`src/rtl/vedic_mult_pipe.sv`:
```
// vedic_mult_pipe: two-stage pipelined multiplier built on the vertical-and-crosswise
// decomposition. Stage 1 takes operand magnitudes and forms the four half products.
// Stage 2 aligns and sums the half products, then restores the sign.
// Both stages use a valid/ready handshake and sustain one product per cycle under backpressure.
module vedic_mult_pipe #(
   parameter int WIDTH = 24
) (
   input  logic               clk,
   input  logic               rst_n,
   input  logic               in_valid,
   output logic               in_ready,
   input  logic [WIDTH-1:0]   a,
   input  logic [WIDTH-1:0]   b,
   input  logic               in_signed,
   output logic               out_valid,
   input  logic               out_ready,
   output logic [2*WIDTH-1:0] product,
   output logic               out_norm
);

   localparam int H  = WIDTH / 2;
   localparam int PW = 2 * WIDTH;

   logic            s1_en;
   logic            s2_en;
   logic [WIDTH-1:0] ma_s;
   logic [WIDTH-1:0] mb_s;
   logic [2*H:0]    mid_s;
   logic [PW-1:0]   mag_s;

   logic            s1_valid_d, s1_valid_q;
   logic [2*H-1:0]  ll_d, ll_q;
   logic [2*H-1:0]  hl_d, hl_q;
   logic [2*H-1:0]  lh_d, lh_q;
   logic [2*H-1:0]  hh_d, hh_q;
   logic            neg_d, neg_q;
   logic            sgn_d, sgn_q;
   logic            out_valid_d, out_valid_q;
   logic [PW-1:0]   product_d, product_q;
   logic            norm_d, norm_q;

   // Pipeline advance enables. A stage moves when its downstream slot is free or draining.
   always_comb begin
      s2_en = !out_valid_q | out_ready;
      s1_en = !s1_valid_q | s2_en;
   end

   assign in_ready  = s1_en;
   assign out_valid = out_valid_q;
   assign product   = product_q;
   assign out_norm  = norm_q;

   // Stage 1: form the operand magnitudes (the most negative value maps to 2^(W-1)) and the four half products.
   always_comb begin
      ma_s = (in_signed & a[WIDTH-1]) ? -a : a;
      mb_s = (in_signed & b[WIDTH-1]) ? -b : b;
      if (s1_en) begin
         s1_valid_d = in_valid;
         ll_d  = {{H{1'b0}}, ma_s[H-1:0]}     * {{H{1'b0}}, mb_s[H-1:0]};
         hl_d  = {{H{1'b0}}, ma_s[WIDTH-1:H]} * {{H{1'b0}}, mb_s[H-1:0]};
         lh_d  = {{H{1'b0}}, ma_s[H-1:0]}     * {{H{1'b0}}, mb_s[WIDTH-1:H]};
         hh_d  = {{H{1'b0}}, ma_s[WIDTH-1:H]} * {{H{1'b0}}, mb_s[WIDTH-1:H]};
         neg_d = in_signed & (a[WIDTH-1] ^ b[WIDTH-1]);
         sgn_d = in_signed;
      end else begin
         s1_valid_d = s1_valid_q;
         ll_d  = ll_q;
         hl_d  = hl_q;
         lh_d  = lh_q;
         hh_d  = hh_q;
         neg_d = neg_q;
         sgn_d = sgn_q;
      end
   end

   // Stage 2: crosswise sum with a carry bit, place the halves, then restore the sign.
   always_comb begin
      mid_s = {1'b0, hl_q} + {1'b0, lh_q};
      mag_s = {{WIDTH{1'b0}}, ll_q}
            + ({{(WIDTH-1){1'b0}}, mid_s} << H)
            + {hh_q, {WIDTH{1'b0}}};
      if (s2_en) begin
         out_valid_d = s1_valid_q;
         if (s1_valid_q) begin
            product_d = neg_q ? -mag_s : mag_s;
            norm_d    = !sgn_q & mag_s[PW-1];
         end else begin
            product_d = product_q;
            norm_d    = norm_q;
         end
      end else begin
         out_valid_d = out_valid_q;
         product_d   = product_q;
         norm_d      = norm_q;
      end
   end

   // Pipeline registers. Reset drops any in-flight transaction and clears the outputs.
   always_ff @(posedge clk or negedge rst_n) begin
      if (!rst_n) begin
         s1_valid_q  <= 1'b0;
         ll_q        <= '0;
         hl_q        <= '0;
         lh_q        <= '0;
         hh_q        <= '0;
         neg_q       <= 1'b0;
         sgn_q       <= 1'b0;
         out_valid_q <= 1'b0;
         product_q   <= '0;
         norm_q      <= 1'b0;
      end else begin
         s1_valid_q  <= s1_valid_d;
         ll_q        <= ll_d;
         hl_q        <= hl_d;
         lh_q        <= lh_d;
         hh_q        <= hh_d;
         neg_q       <= neg_d;
         sgn_q       <= sgn_d;
         out_valid_q <= out_valid_d;
         product_q   <= product_d;
         norm_q      <= norm_d;
      end
   end

endmodule

```
`config.mk`:
```
export PLATFORM = sky130hd
export DESIGN_NAME = vedic_mult_pipe
export DESIGN_NICKNAME = d
export VERILOG_FILES = /design/src/rtl/vedic_mult_pipe.sv
export SDC_FILE = /design/constraint.sdc
export NUM_CORES = 2
export LEC_CHECK = 0
export ABC_AREA = 0
export BUFFER_PORTS_ARGS = -buffer_cell sky130_fd_sc_hd__buf_2
export CAP_MARGIN = 10
export CORE_ASPECT_RATIO = 0.8
export CORE_UTILIZATION = 45
export CTS_BUF_LIST = sky130_fd_sc_hd__clkbuf_4 sky130_fd_sc_hd__clkbuf_8
export DETAILED_ROUTE_END_ITERATION = 12
export PLACE_DENSITY = 0.63
export RECOVER_POWER = 50
export SYNTH_ARGS = -nofsm -noshare
export SYNTH_HDL_FRONTEND = slang
export SYNTH_SLANG_ARGS = --single-unit
```
`constraint.sdc`:
```
create_clock -name clk -period 12.7 [get_ports clk]
set_clock_uncertainty 0.05 [all_clocks]
set_input_delay 0.635 -clock clk [delete_from_list [all_inputs] [get_ports clk]]
set_output_delay 0.635 -clock clk [all_outputs]
set_load 0.01 [all_outputs]
```
# After elaboration in Yosys (flattened, before gate mapping)
# Cells that the tools add are included.
# op_classes
add_sub_neg	6
multipliers	4
div_mod_pow	0
order_cmp	0
eq_ne	0
n_shift	0
mux	3
bitwise	7
reduce_logical	4
# op_table
operator	count
multiplier 12 x 12 -> 24 bit	4
adder 38 x 48 -> 48 bit	1
2-to-1 mux 24 bit	2
2-to-1 mux 48 bit	1
negation 24 bit	2
negation 48 bit	1
adder 24 x 37 -> 38 bit	1
adder 24 x 24 -> 25 bit	1
bitwise AND 1 bit	4
zero test 1 bit	3
bitwise OR 1 bit	2
AND reduction 2 bit	1
XOR 1 bit	1
# word_totals
register_bits	149
latchBits	0
ram_bits	0
mem_bits_ro	0
inputBits	53
output_inout_bits	51
wordCells	34
memories	0

# Depth between registers and ports, before layout
# logic_depth
word_depth	5
mapped_depth	32
ltp_nobuf	30

# Worst setup path after synthesis
# OpenSTA, ideal clock, no wires.
# synth_timing
path_type	input -> register
startpoint	input port b[2]
endpoint	register lh_q[23]
setup_ns	0.135
arrival_ns	7.405
required_ns	12.515
path_slack_ns	5.110
cell_stages	24
path_buffers	1
cell_sequence	or4_1 -> or2_2 -> or3_1 -> nor4_2 -> nand2_1 -> o41ai_1 -> xor2_1 -> buf_2 -> nor2_1 -> fa_1 -> fa_1 -> fa_1 -> fa_1 -> inv_1 -> fa_1 -> inv_1 -> ha_1 -> or3_1 -> a211oi_1 -> o31ai_1 -> or4_1 -> a41oi_1 -> xnor2_1 -> o21ai_0
# synth_via
elab_chain_cells	3
# synth_lines
item	line	source
start: declaration	13	input logic [WIDTH-1:0] b,
negation 24 bit	56	mb_s = (in_signed & b[WIDTH-1]) ? -b : b;
2-to-1 mux 24 bit	56	
multiplier 12 x 12 -> 24 bit	61	lh_d = {{H{1'b0}}, ma_s[H-1:0]} * {{H{1'b0}}, mb_s[WIDTH-1:H]};
end signal: assignment	115	lh_q <= lh_d;
end: declaration	34	logic [2*H-1:0] lh_d, lh_q;
# Every way passes these cells.
# A chain may end at the register's enable or synchronous reset.

# Worst setup path in the final report
# layout_timing
startpoint	input port b[0]
endpoint	register lh_q[22]
# The elaborated chain is that of the path after synthesis.

==> impl_metrics.ini <==
[status]
status = finished with violations
violations = capacitance limit, slew limit

[sta]
setup_violations = 0
min_period_ns = 8.36
tightest_slew_ns = 5.50
max_clock_freq_mhz = 120
rsz0062_at_grt = false
slew_headroom_pct = -267
setup_tns_ns = 0
slew_viol_final = 246
fin_crit_sh_pct = 65.8
hold_viol = 0

[clock_network]
cts-root-buf = clkbuf_8
cts-resized-gates = 0
cts_htree_levels = 4
clock_path_buffers = 2
cts_tree = built
clk_pin_slew_ns = 0.10
post_cts_buffers = 0
clkSinkCount = 149
cts_buffers = 17
cts_hold_buf = 0
insertion_delay_ns = 0.50

[floorplanning]
core_sq_mm = 0.0628
ios = 104
row_count = 82
die_h_um = 228
dieArea_sq_mm = 0.0647
die_x_um = 284
start_util_pct = 45.7

[grt]
grt_pass1_wl_um = 130000
grt_overflow = 0
met1_usage_pct = 34.7
grt-busiest-layer = met2
grt_pass1_vias = 23500
grt_max_degree = 94
grt_use_met2_pct = 41.9
track_usage_pct = 25.5
grt_util_met3_pct = 4.40
antenna_found_initial = 2

[worst_setup_path]
reg2reg_to = product[47]$_DFFE_PN0P_
r2r_setup_slack_ns = 5.91
r2r_cells = 22
cp_slowest_stage_delay_ns = 0.63
path_common_cell = fa_1
worstSetupPathType = in -> reg
arrival_ns = 8.67
endpoint_kind = flip-flop
critPathRequiredTime_ns = 13.01
crit_fanout = 22
slowest_stage = and2_1
start_kind = input pin
r2r_start = hl_q[0]$_DFFE_PN0P_

[synth]
synth_top_family_by_area = adder cells
syn-num-nets = 4229
synthFlopType = dfrtp_1
synth_edf_count = 0
synth_simple_gate_area_share_pct = 18.6
synth_seq_cells = 149
netlist_top_cells_area = fa_1, ha_1, dfrtp_1, inv_1, nand2_1
synth_top_area_share_pct = 28.1
synthArstFlopShare_pct = 100
synthXorXnorAreaFrac_pct = 6.87
yosysSeqAreaShare_pct = 13.0
syn_inst = 3474
synthMuxAreaShare_pct = 0.223
synth_adder_area_share_pct = 41.2
synth-compound-area-share_pct = 10.7
yosysTopAreaCell = fa_1
syn_avg_cell_area_sq_um = 8.25
syn_area_sq_mm = 0.0287
yosysWarnings = 0
synth_cell_types = 98

[drt]
vias_per_cell = 5.39
drcViolationCount = 0
vias = 23600
dr.pass1.iters = 5
wl_per_cell_um = 18.5
wl_um = 81000
ant_nets = 0
drtIter0Drc = 1716

[flow_run]
cap_violations = 3

[worst_hold_path]
holdCritPathClass = in -> reg
hp-start = in_valid
worstHoldPathCells = 2
hold_path_end = s1_valid_q$_DFFE_PN0P_

[placement]
io_buffers = 103
gp_congestion = 0.901
dp_hpwl_um = 63500

[finish]
drive_above_1_share_pct = 6.27
layout.nets = 4281
fill_cells = 6203
multi_input_area_sq_mm = 0.0225
final_common_cell = inv_1
register_area_sq_mm = 0.00373
syn2layout_area_growth_pct = 7.33
layout_common_cells = inv_1, nand2_1, fa_1, nor2_1, ha_1
diodes = 0
-- cell usage after synthesis, drive strengths merged, types with 5 or more instances --
library cell  instances
inv                 580
nand2               565
fa                  402
nor2                340
ha                  300
dfrtp               149
o21ai               146
a21oi               132
xnor2               124
clkbuf              123
xor2                100
and2                 51
nand3                47
nor3                 47
a21o                 37
o31ai                36
or3                  22
and3                 19
a211oi               18
a31oi                18
nand2b               17
o21a                 16
or2                  14
or4                  13
nor4                 12
nand4                11
buf                  10
nor2b                 9
o21bai                8
o41ai                 8
a21boi                7
a31o                  7
nand3b                7
o211ai                7
and4                  5
-- worst max path at each step --
stage / end / cells after the start / from
2_1_floorplan: lh_q[23]$_DFFE_PN0P_ / 24 / b[2]
3_3_place_gp: lh_q[22]$_DFFE_PN0P_ / 28 / b[0]
3_5_place_dp: hh_q[22]$_DFFE_PN0P_ / 29 / b[0]
4_1_cts: hh_q[22]$_DFFE_PN0P_ / 29 / b[0]
5_1_grt: hh_q[22]$_DFFE_PN0P_ / 29 / b[0]
6_report: lh_q[22]$_DFFE_PN0P_ / 28 / b[0]
-- logic make-up (layout without fill, tap and decap cells) --
logic type               Yosys count  after routing
multiplexers                       6              6
buffers and inverters            713            778
AND/OR/NAND/NOR                 1200           1200
AO/OA/AOI/OAI                    480            480
flip-flops                       149            149
adder cells (fa/ha/maj)          702            702
XOR/XNOR                         224            224
-- state kept, by name, summed over array words and instances (netlist names) --
name        flops
hh_q           24
hl_q           24
s1_valid_q      1
sgn_q           1
product        48
lh_q           24
out_valid       1
out_norm        1
ll_q           24
neg_q           1
-- critical path: cells and delay by family --
kind	cells	cell delay, ns
buffers and inverters	6	0.66
and+or+nand+nor	8	2.37
xor gates and xnor gates	1	0.33
AOI/OAI and AO/OA	7	1.91
adders and majority gates	6	2.74
-- layer usage --
layer	share of wire, %	up-vias
li1	-	11100
met1	43	11700
met2	47	697
met3	6.6	134
met4	2.5	2
met5	0.014	-
-- metrics by stage --
stage          std cells  instance area (sq um)  utilization (%)  hold slack [ns]  setup WS, ns
3_3_place_gp        4346                  30400             48.4            0.404          3.91
4_1_cts             4378                  30800             49.1            0.217          4.45
5_1_grt             4379                  30800             49.0            0.240          3.75
3_5_place_dp        4346                  30400             48.4            0.409          3.95
6_report            4379                  30800             49.0            0.272          4.34
2_1_floorplan       3474                  28700                -            0.289          5.11
-- area by class of cell --
| type | instances | area share, % |
|---|---|---|
| multi-input cells | 2612 | 73.0 |
| flip-flops and latches | 149 | 12.1 |
| inverters | 580 | 7.08 |
| well taps | 840 | 3.41 |
| repair buffers | 166 | 2.99 |
| clock buffers | 18 | 0.805 |
| clock inverters | 14 | 0.610 |
Power is left out: the tool's default activity adds up to more than one toggle a clock period on the data nets, which glitch-free logic cannot reach.
